<file path="src/rtl/bfp_scale_ctrl.sv">
// Block-floating-point scaling controller: tracks per-stage minimum headroom and
// derives the next-stage right-shift and block exponent. Optional stat register: BFP_STAT_EN.
module bfp_scale_ctrl #(
    parameter int unsigned WIDTH     = 16,
    parameter int unsigned N_FFT     = 64,
    parameter int unsigned N_STAGE   = 6,
    parameter int unsigned GUARD     = 2,
    parameter int unsigned MAX_SHIFT = 2,
    parameter int unsigned EXP_W     = 5,
    localparam int unsigned CW       = $clog2(WIDTH) + 1,
    localparam int unsigned SW       = $clog2(MAX_SHIFT + 1)
) (
    input  logic             clk,
    input  logic             rst,
    input  logic             start,
    input  logic             s_valid,
    output logic             s_ready,
    input  logic [CW-1:0]    s_re_cnt,
    input  logic [CW-1:0]    s_im_cnt,
    output logic [SW-1:0]    shift_amt,
    output logic             shift_valid,
    output logic [EXP_W-1:0] blk_exp,
    output logic             exp_ovf,
    output logic             done,
    output logic             busy,
    output logic [CW-1:0]    stat_min_head
);

    localparam int unsigned SMP_W = $clog2(N_FFT);
    localparam int unsigned STG_W = (N_STAGE > 1) ? $clog2(N_STAGE) : 1;
    localparam int unsigned EXS_W = EXP_W + 1;
    localparam logic [CW-1:0]    HEAD_MAX = CW'(WIDTH - 1);
    localparam logic [EXP_W-1:0] EXP_MAX  = '1;

    typedef enum logic [1:0] {
        ST_IDLE,
        ST_SCAN,
        ST_DECIDE
    } state_t;

    state_t r_state;
    state_t w_state_nxt;

    logic [SMP_W-1:0] r_smp;
    logic [STG_W-1:0] r_stg;
    logic [CW-1:0]    r_min_head;
    logic [SW-1:0]    r_shift_amt;
    logic             r_shift_valid;
    logic [EXP_W-1:0] r_blk_exp;
    logic             r_exp_ovf;
    logic             r_done;

    logic             w_accept;
    logic             w_last_smp;
    logic             w_last_stg;
    logic [CW-1:0]    w_pair_min;
    logic [CW-1:0]    w_min_nxt;
    logic             w_below_guard;
    logic [CW-1:0]    w_deficit;
    logic [SW-1:0]    w_shift;
    logic [EXS_W-1:0] w_exp_sum;
    logic             w_exp_sat;

    assign s_ready    = (r_state == ST_SCAN);
    assign busy       = (r_state != ST_IDLE);
    assign w_accept   = s_valid && (r_state == ST_SCAN);
    assign w_last_smp = (r_smp == SMP_W'(N_FFT - 1));
    assign w_last_stg = (r_stg == STG_W'(N_STAGE - 1));

    assign w_pair_min = (s_re_cnt < s_im_cnt) ? s_re_cnt : s_im_cnt;
    assign w_min_nxt  = (w_pair_min < r_min_head) ? w_pair_min : r_min_head;

    // Shift needed to restore GUARD bits of headroom, clamped to MAX_SHIFT
    assign w_below_guard = (r_min_head < CW'(GUARD));
    assign w_deficit     = CW'(GUARD) - r_min_head;
    assign w_shift       = !w_below_guard                 ? '0 :
                           (w_deficit > CW'(MAX_SHIFT))   ? SW'(MAX_SHIFT) :
                                                            SW'(w_deficit);
    assign w_exp_sum     = {1'b0, r_blk_exp} + EXS_W'(w_shift);
    assign w_exp_sat     = (w_exp_sum > {1'b0, EXP_MAX});

    always_ff @(posedge clk) begin
        if (rst) begin
            r_state <= ST_IDLE;
        end else begin
            r_state <= w_state_nxt;
        end
    end

    always_comb begin
        w_state_nxt = r_state;
        case (r_state)
            ST_IDLE:   if (start) w_state_nxt = ST_SCAN;
            ST_SCAN:   if (w_accept && w_last_smp) w_state_nxt = ST_DECIDE;
            ST_DECIDE: w_state_nxt = w_last_stg ? ST_IDLE : ST_SCAN;
            default:   w_state_nxt = ST_IDLE;
        endcase
    end

    always_ff @(posedge clk) begin
        if (rst) begin
            r_smp         <= '0;
            r_stg         <= '0;
            r_min_head    <= HEAD_MAX;
            r_shift_amt   <= '0;
            r_shift_valid <= 1'b0;
            r_blk_exp     <= '0;
            r_exp_ovf     <= 1'b0;
            r_done        <= 1'b0;
        end else begin
            r_shift_valid <= 1'b0;
            r_done        <= 1'b0;
            case (r_state)
                ST_IDLE: begin
                    if (start) begin
                        r_smp      <= '0;
                        r_stg      <= '0;
                        r_min_head <= HEAD_MAX;
                        r_blk_exp  <= '0;
                        r_exp_ovf  <= 1'b0;
                    end
                end
                ST_SCAN: begin
                    if (w_accept) begin
                        r_min_head <= w_min_nxt;
                        r_smp      <= r_smp + SMP_W'(1);
                    end
                end
                ST_DECIDE: begin
                    r_shift_amt   <= w_shift;
                    r_shift_valid <= 1'b1;
                    r_blk_exp     <= w_exp_sat ? EXP_MAX : w_exp_sum[EXP_W-1:0];
                    if (w_exp_sat) r_exp_ovf <= 1'b1;
                    r_min_head    <= HEAD_MAX;
                    r_smp         <= '0;
                    if (w_last_stg) r_done <= 1'b1;
                    else            r_stg  <= r_stg + STG_W'(1);
                end
                default: ;
            endcase
        end
    end

    assign shift_amt   = r_shift_amt;
    assign shift_valid = r_shift_valid;
    assign blk_exp     = r_blk_exp;
    assign exp_ovf     = r_exp_ovf;
    assign done        = r_done;

`ifdef BFP_STAT_EN
    // Transform-wide minimum headroom, spanning all stages
    logic [CW-1:0] r_stat_min;

    always_ff @(posedge clk) begin
        if (rst) begin
            r_stat_min <= HEAD_MAX;
        end else if ((r_state == ST_IDLE) && start) begin
            r_stat_min <= HEAD_MAX;
        end else if (w_accept && (w_pair_min < r_stat_min)) begin
            r_stat_min <= w_pair_min;
        end
    end

    assign stat_min_head = r_stat_min;
`else
    assign stat_min_head = HEAD_MAX;
`endif

endmodule

</file>
<file path="config.mk">
export PLATFORM = sky130hd
export DESIGN_NAME = bfp_scale_ctrl
export DESIGN_NICKNAME = d
export VERILOG_FILES = /design/src/rtl/bfp_scale_ctrl.sv
export SDC_FILE = /design/constraint.sdc
export NUM_CORES = 1
export LEC_CHECK = 0
export ABC_AREA = 1
export BUFFER_PORTS_ARGS = -buffer_cell sky130_fd_sc_hd__buf_2
export CAP_MARGIN = 25
export CORE_MARGIN = 2
export CORE_UTILIZATION = 58
export CTS_BUF_LIST = sky130_fd_sc_hd__clkbuf_4 sky130_fd_sc_hd__clkbuf_8
export DETAILED_ROUTE_END_ITERATION = 7
export PLACE_DENSITY = 0.9
export SLEW_MARGIN = 40
export SYNTH_ARGS = -nofsm -noshare
export SYNTH_HDL_FRONTEND = slang
export SYNTH_SLANG_ARGS = --single-unit
</file>
<file path="constraint.sdc">
create_clock -name clk -period 2.9 [get_ports clk]
set_clock_uncertainty 0.15 [all_clocks]
set_input_delay 0.58 -clock clk [delete_from_list [all_inputs] [get_ports clk]]
set_output_delay 0.58 -clock clk [all_outputs]
set_load 0.005 [all_outputs]
</file>
# Yosys cells after proc, flatten, opt, wreduce, memory -nomap -nowiden
# Cells that the tools add are included.
[word_totals] reg_bits=26 word_cells=67
[classes] bitwise=1 magnitude_cmp=5 mux=25 reduce_logical=13 n_eq_ne=10 addsub=4
[ops] operator="5-bit two-way mux" n=6
[ops] operator="6-bit one-hot mux with 3 select lines" n=1
[ops] operator="5-bit one-hot mux with 3 select lines" n=1
[ops] operator="6-bit two-way mux" n=2
[ops] operator="5-bit less-than comparator" n=2
[ops] operator="5-bit one-hot mux with 2 select lines" n=1
[ops] operator="3-bit AND reduction" n=3
[ops] operator="2-bit two-way mux" n=4
[ops] operator="5-bit by 2-bit adder with 6-bit output" n=1
[ops] operator="6-bit by 1-bit adder with 6-bit output (second input constant)" n=1
[ops] operator="6-bit equality test (second input constant)" n=1
[ops] operator="6-bit by 5-bit > comparator with 1-bit output (second input constant)" n=1
[ops] operator="3-bit two-way mux" n=2
[ops] operator="2-bit by 1-bit inequality test with 1-bit output (second input constant)" n=3
[ops] operator="2-bit inequality test (second input constant)" n=3
[ops] operator="2-bit one-hot mux with 3 select lines" n=1
[ops] operator="3-bit one-hot mux with 2 select lines" n=1
[ops] operator="5-bit by 2-bit > comparator with 1-bit output (second input constant)" n=1
[ops] operator="5-bit by 2-bit less-than comparator with 1-bit output (second input constant)" n=1
[ops] operator="1-bit two-way mux" n=5
[ops] operator="2-bit by 5-bit subtractor with 5-bit output (first input constant)" n=1
[ops] operator="2-bit AND reduction" n=2
[ops] operator="4-bit AND reduction" n=1
[ops] operator="2-bit nonzero test" n=2
[ops] operator="10 further kinds" n=11

# Depth between registers and ports, before layout
[logic_depth] ltp_word=8 mapped_depth=17 mapped_depth_nobuf=17

# Least setup slack after synthesis
# OpenSTA, ideal clock, no wires.
[synth_timing] path_type="input-to-reg" start="input port s_im_cnt[4]" end="register r_min_head[0]" cell_stages=16 arrival_time_ns=2.423 path_slack_ns=0.204 path_cell_list="inv_1 ha_1 nand2_1 inv_1 nand2_1 nand3_4 a21oi_1 ha_1 a21oi_1 nor2_1 a211oi_1 nand2_2 nand2_4 nand2_2 nand2_1 nand3_1"
[synth_via] elab_chain_cells=5 word_cells_on_any_way=8
[synth_lines] element="from (decl)" line_no="19" text="input logic [CW-1:0] s_im_cnt,"
[synth_lines] element="5-bit less-than comparator" line_no="70" text="assign w_pair_min = (s_re_cnt < s_im_cnt) ? s_re_cnt : s_im_cnt;"
[synth_lines] element="5-bit two-way mux (*)" line_no="70"
[synth_lines] element="5-bit less-than comparator or 5-bit two-way mux (tied branches)" line_no="71" text="assign w_min_nxt = (w_pair_min < r_min_head) ? w_pair_min : r_min_head;"
[synth_lines] element="2-bit by 1-bit inequality test with 1-bit output (no source line) or 5-bit two-way mux (tied branches)"
[synth_lines] element="4-bit AND reduction (no source line) or 5-bit one-hot mux with 3 select lines (tied branches)"
[synth_lines] element="to (signal assigned)" line_no="125" text="r_min_head <= w_min_nxt;"
[synth_lines] element="to (decl)" line_no="46" text="logic [CW-1:0] r_min_head;"
# Mark *: on every way between the ends. The rest lies on a longest branch, timed or not. The select of a mux whose other input is x is not followed.
# A chain may end at the register's enable or synchronous reset.

# Worst setup path in the final report
[layout_timing] start="input port s_im_cnt[4]" end="register r_min_head[2]"
# Same word-level chain as after synthesis.

==> results.tsv <==
metric	value	unit
status	finished, violations left	
failing checks	design-rule violations	
highest clock rate	370.7	MHz
maximum vdd drop	0.5213	mV
GP Congestion	0.8147	
FP Rows	19	
initial antenna violation count	0	
Power, Total	814.2	uW
internal power	577.8	uW
leading area contributor after synthesis	dfxtp_1	
Iter 0 DRT Violations	64	
Layout area overhead	9.719	%
number of port buffers	25	
RSZ-0062 raised after global routing	false	
launching point of the worst reg2reg path	r_min_head[0]$_SDFFE_PP1P_	
CTS Hold Bufs	0	
Sw Share	29.04	%
ys async rst share	0	%
ys flop type	dfxtp_1	
Worst Hold Class	flop to flop	
top-count cell post-synth	nand2_1	
I/O pin total	31	
Commonest cells post-synth	nand2_1 (35), inv_1 (28), dfxtp_1 (26)	
first-pass GRT wire length	6030	um
Synth cell types	38	
number of synthesized flops with an enable pin	0	
H-tree depth	1	
Psw	236.4	uW
layout cells sized above 1	23.60	%
Worst Hold End	exp_ovf$_SDFFE_PP0P_	
Hold Path Origin	exp_ovf$_SDFFE_PP0P_	
Final Cell Area	1907	um^2
Clock Root Buffer	clkbuf_4	
Starting Density	61.95	%
clock period minus worst slack	2698	ps
Static Leak	0.0009657	uW
Routed Antenna Nets	0	
Placement Cell Area	1854	um^2
fin crit share	93.03	%
Die Ht	58.74	um
clock share of power	30.3	%
CP Launch Point	s_im_cnt[4]	
total gr overflow	0	
post-synthesis sequential area ratio	29.95	%
Core Area	2805	um^2
largest net degree at the start of global routing	16	
critical path class	input pin to flop	
Final nets	282	
vias in the first global route	1407	
reg2reg path depth	13	
CTS tree	built	
r2r endpoint	blk_exp[4]$_SDFFE_PP0P_	
max cap viols	0	
hold path depth	2	
antenna cell count	0	
top-area cell type share of the netlist area	29.95	%
CTS Sinks	26	
Fin Hold WS	333.9	ps
total CTS buffers	3	
HPWL Detailed	2717	um
CP max FO	9	
final wirelength	3318	um
Power Density	427.0	nW/um^2
Vias/cell	5.164	
Synth Instances	226	
Critical Path RT	2970	ps
Syn Area/Cell	7.690	um^2
Synthesis Warnings	0	
fin. max-slew vios	0	
Total Routing Usage GR	22.45	%
Synth Register Bits	26	
synthesized area	1738	um^2
clock buffer depth	2	
crit path DAT	2770	ps
final setup fails	0	
clock slew at reported path FFs	140	ps
post-CTS setup buffers	0	
R2R Setup Slk	350	ps
critical path capture point type	flop	
Via Count	1451	
sequential power share	46.7	%
die area	3450	um^2
CTS resizes	0	
Final Util	67.98	%
Skew-Pair Late Insertion Delay	320	ps
DRC Markers	2	
drt pass-1 iters	6	
Die X	58.74	um
final setup TNS	0	ps
final hold violation count	0	
combinational share of power	23.0	%
Routed WL per cell	11.81	um
Setup crit start kind	input pin	
top cells by area, synth	dfxtp_1 (30%), ha_1 (12%), nand2_1 (7.6%)	
==> worst max-delay path, cell delays in order <==
cell	delay [ps]
buf_2	70
inv_1	50
ha_1	300
nand2_1	90
nor2_2	130
nand2_2	80
nand3_4	110
nor2_1	50
a21oi_1	180
ha_1	280
a21oi_1	140
nor2_1	50
a211oi_1	210
nand2_2	100
nand2_4	100
nand2_2	90
nand2_1	80
nand3_1	60
==> per-stage QoR <==
stage	std cells	setup slack, ps
2_1_floorplan	229	204.1
3_3_place_gp	277	28.82
3_5_place_dp	277	-131.0
4_1_cts	281	229.6
5_1_grt	281	5.560
6_report	281	202.1
==> power groups by stage <==
stage	clock [uW]	sequential [uW]	combinational, uW
2_1_floorplan	0	384	154
3_3_place_gp	0	387	179
3_5_place_dp	0	387	187
4_1_cts	256	380	188
5_1_grt	271	381	216
6_report	247	380	187
==> kinds of logic (layout without fill, tap and decap cells) <==
kind of cell | after synthesis | after routing | synth area share [%]
AND/OR/NAND/NOR | 99 | 99 | 31.46
buffers and inverters | 43 | 64 | 11.23
AO/OA/AOI/OAI | 33 | 33 | 11.23
flip-flops | 26 | 26 | 29.95
adder cells (fa/ha/maj) | 17 | 17 | 12.67
XOR/XNOR | 6 | 6 | 3.024
other | 2 | 5 | 0.4321
==> flip-flops by register name (all words and copies together), names as in the netlist <==
register,flops
blk_exp,5
exp_ovf,1
shift_amt,2
done,1
r_min_head,5
r_state,2
shift_valid,1
r_stg,3
r_smp,6
==> final cells by class <==
class                           instances  area, um^2
Fill cell                             221       898.4
Clock inverter                          1       30.03
Clock buffer                            3       22.52
Sequential cell                        26       520.5
Inverter                               35       136.4
Multi-Input combinational cell        160        1033
Timing Repair Buffer                   25       125.1
Tap cell                               31       38.79
==> worst max-delay path by stage <==
| stage | to | slack (ps) |
|---|---|---|
| 6_report | r_min_head[2]$_SDFFE_PP1P_ | 200 |
| 5_1_grt | r_min_head[0]$_SDFFE_PP1P_ | 6 |
| 4_1_cts | r_min_head[2]$_SDFFE_PP1P_ | 230 |
| 3_5_place_dp | r_min_head[2]$_SDFFE_PP1P_ | -130 |
| 3_3_place_gp | r_min_head[2]$_SDFFE_PP1P_ | 30 |
| 2_1_floorplan | r_min_head[0]$_SDFFE_PP1P_ | 200 |
==> placed cells by master, fill, tap and decap left out, drive strengths merged, types with 8 or more instances in the layout <==
cell type / n
nand2: 43
nand3: 20
dfxtp: 26
ha: 16
buf: 25
o21ai: 8
a21oi: 18
nor2: 23
inv: 34
==> routing by layer <==
metal / global-route usage [%] / wire [um] / vias to the layer above / part of all wire (%)
met2: 37.78 / 1625 / 18 / 49
li1: - / - / 771 / -
met4: 4.221 / 12 / 0 / 0.36
met3: 4.615 / 85 / 2 / 2.6
met1: 29.96 / 1594 / 660 / 48
met5: 0 / 0 / - / 0
Power figures use the tool's default switching activity.
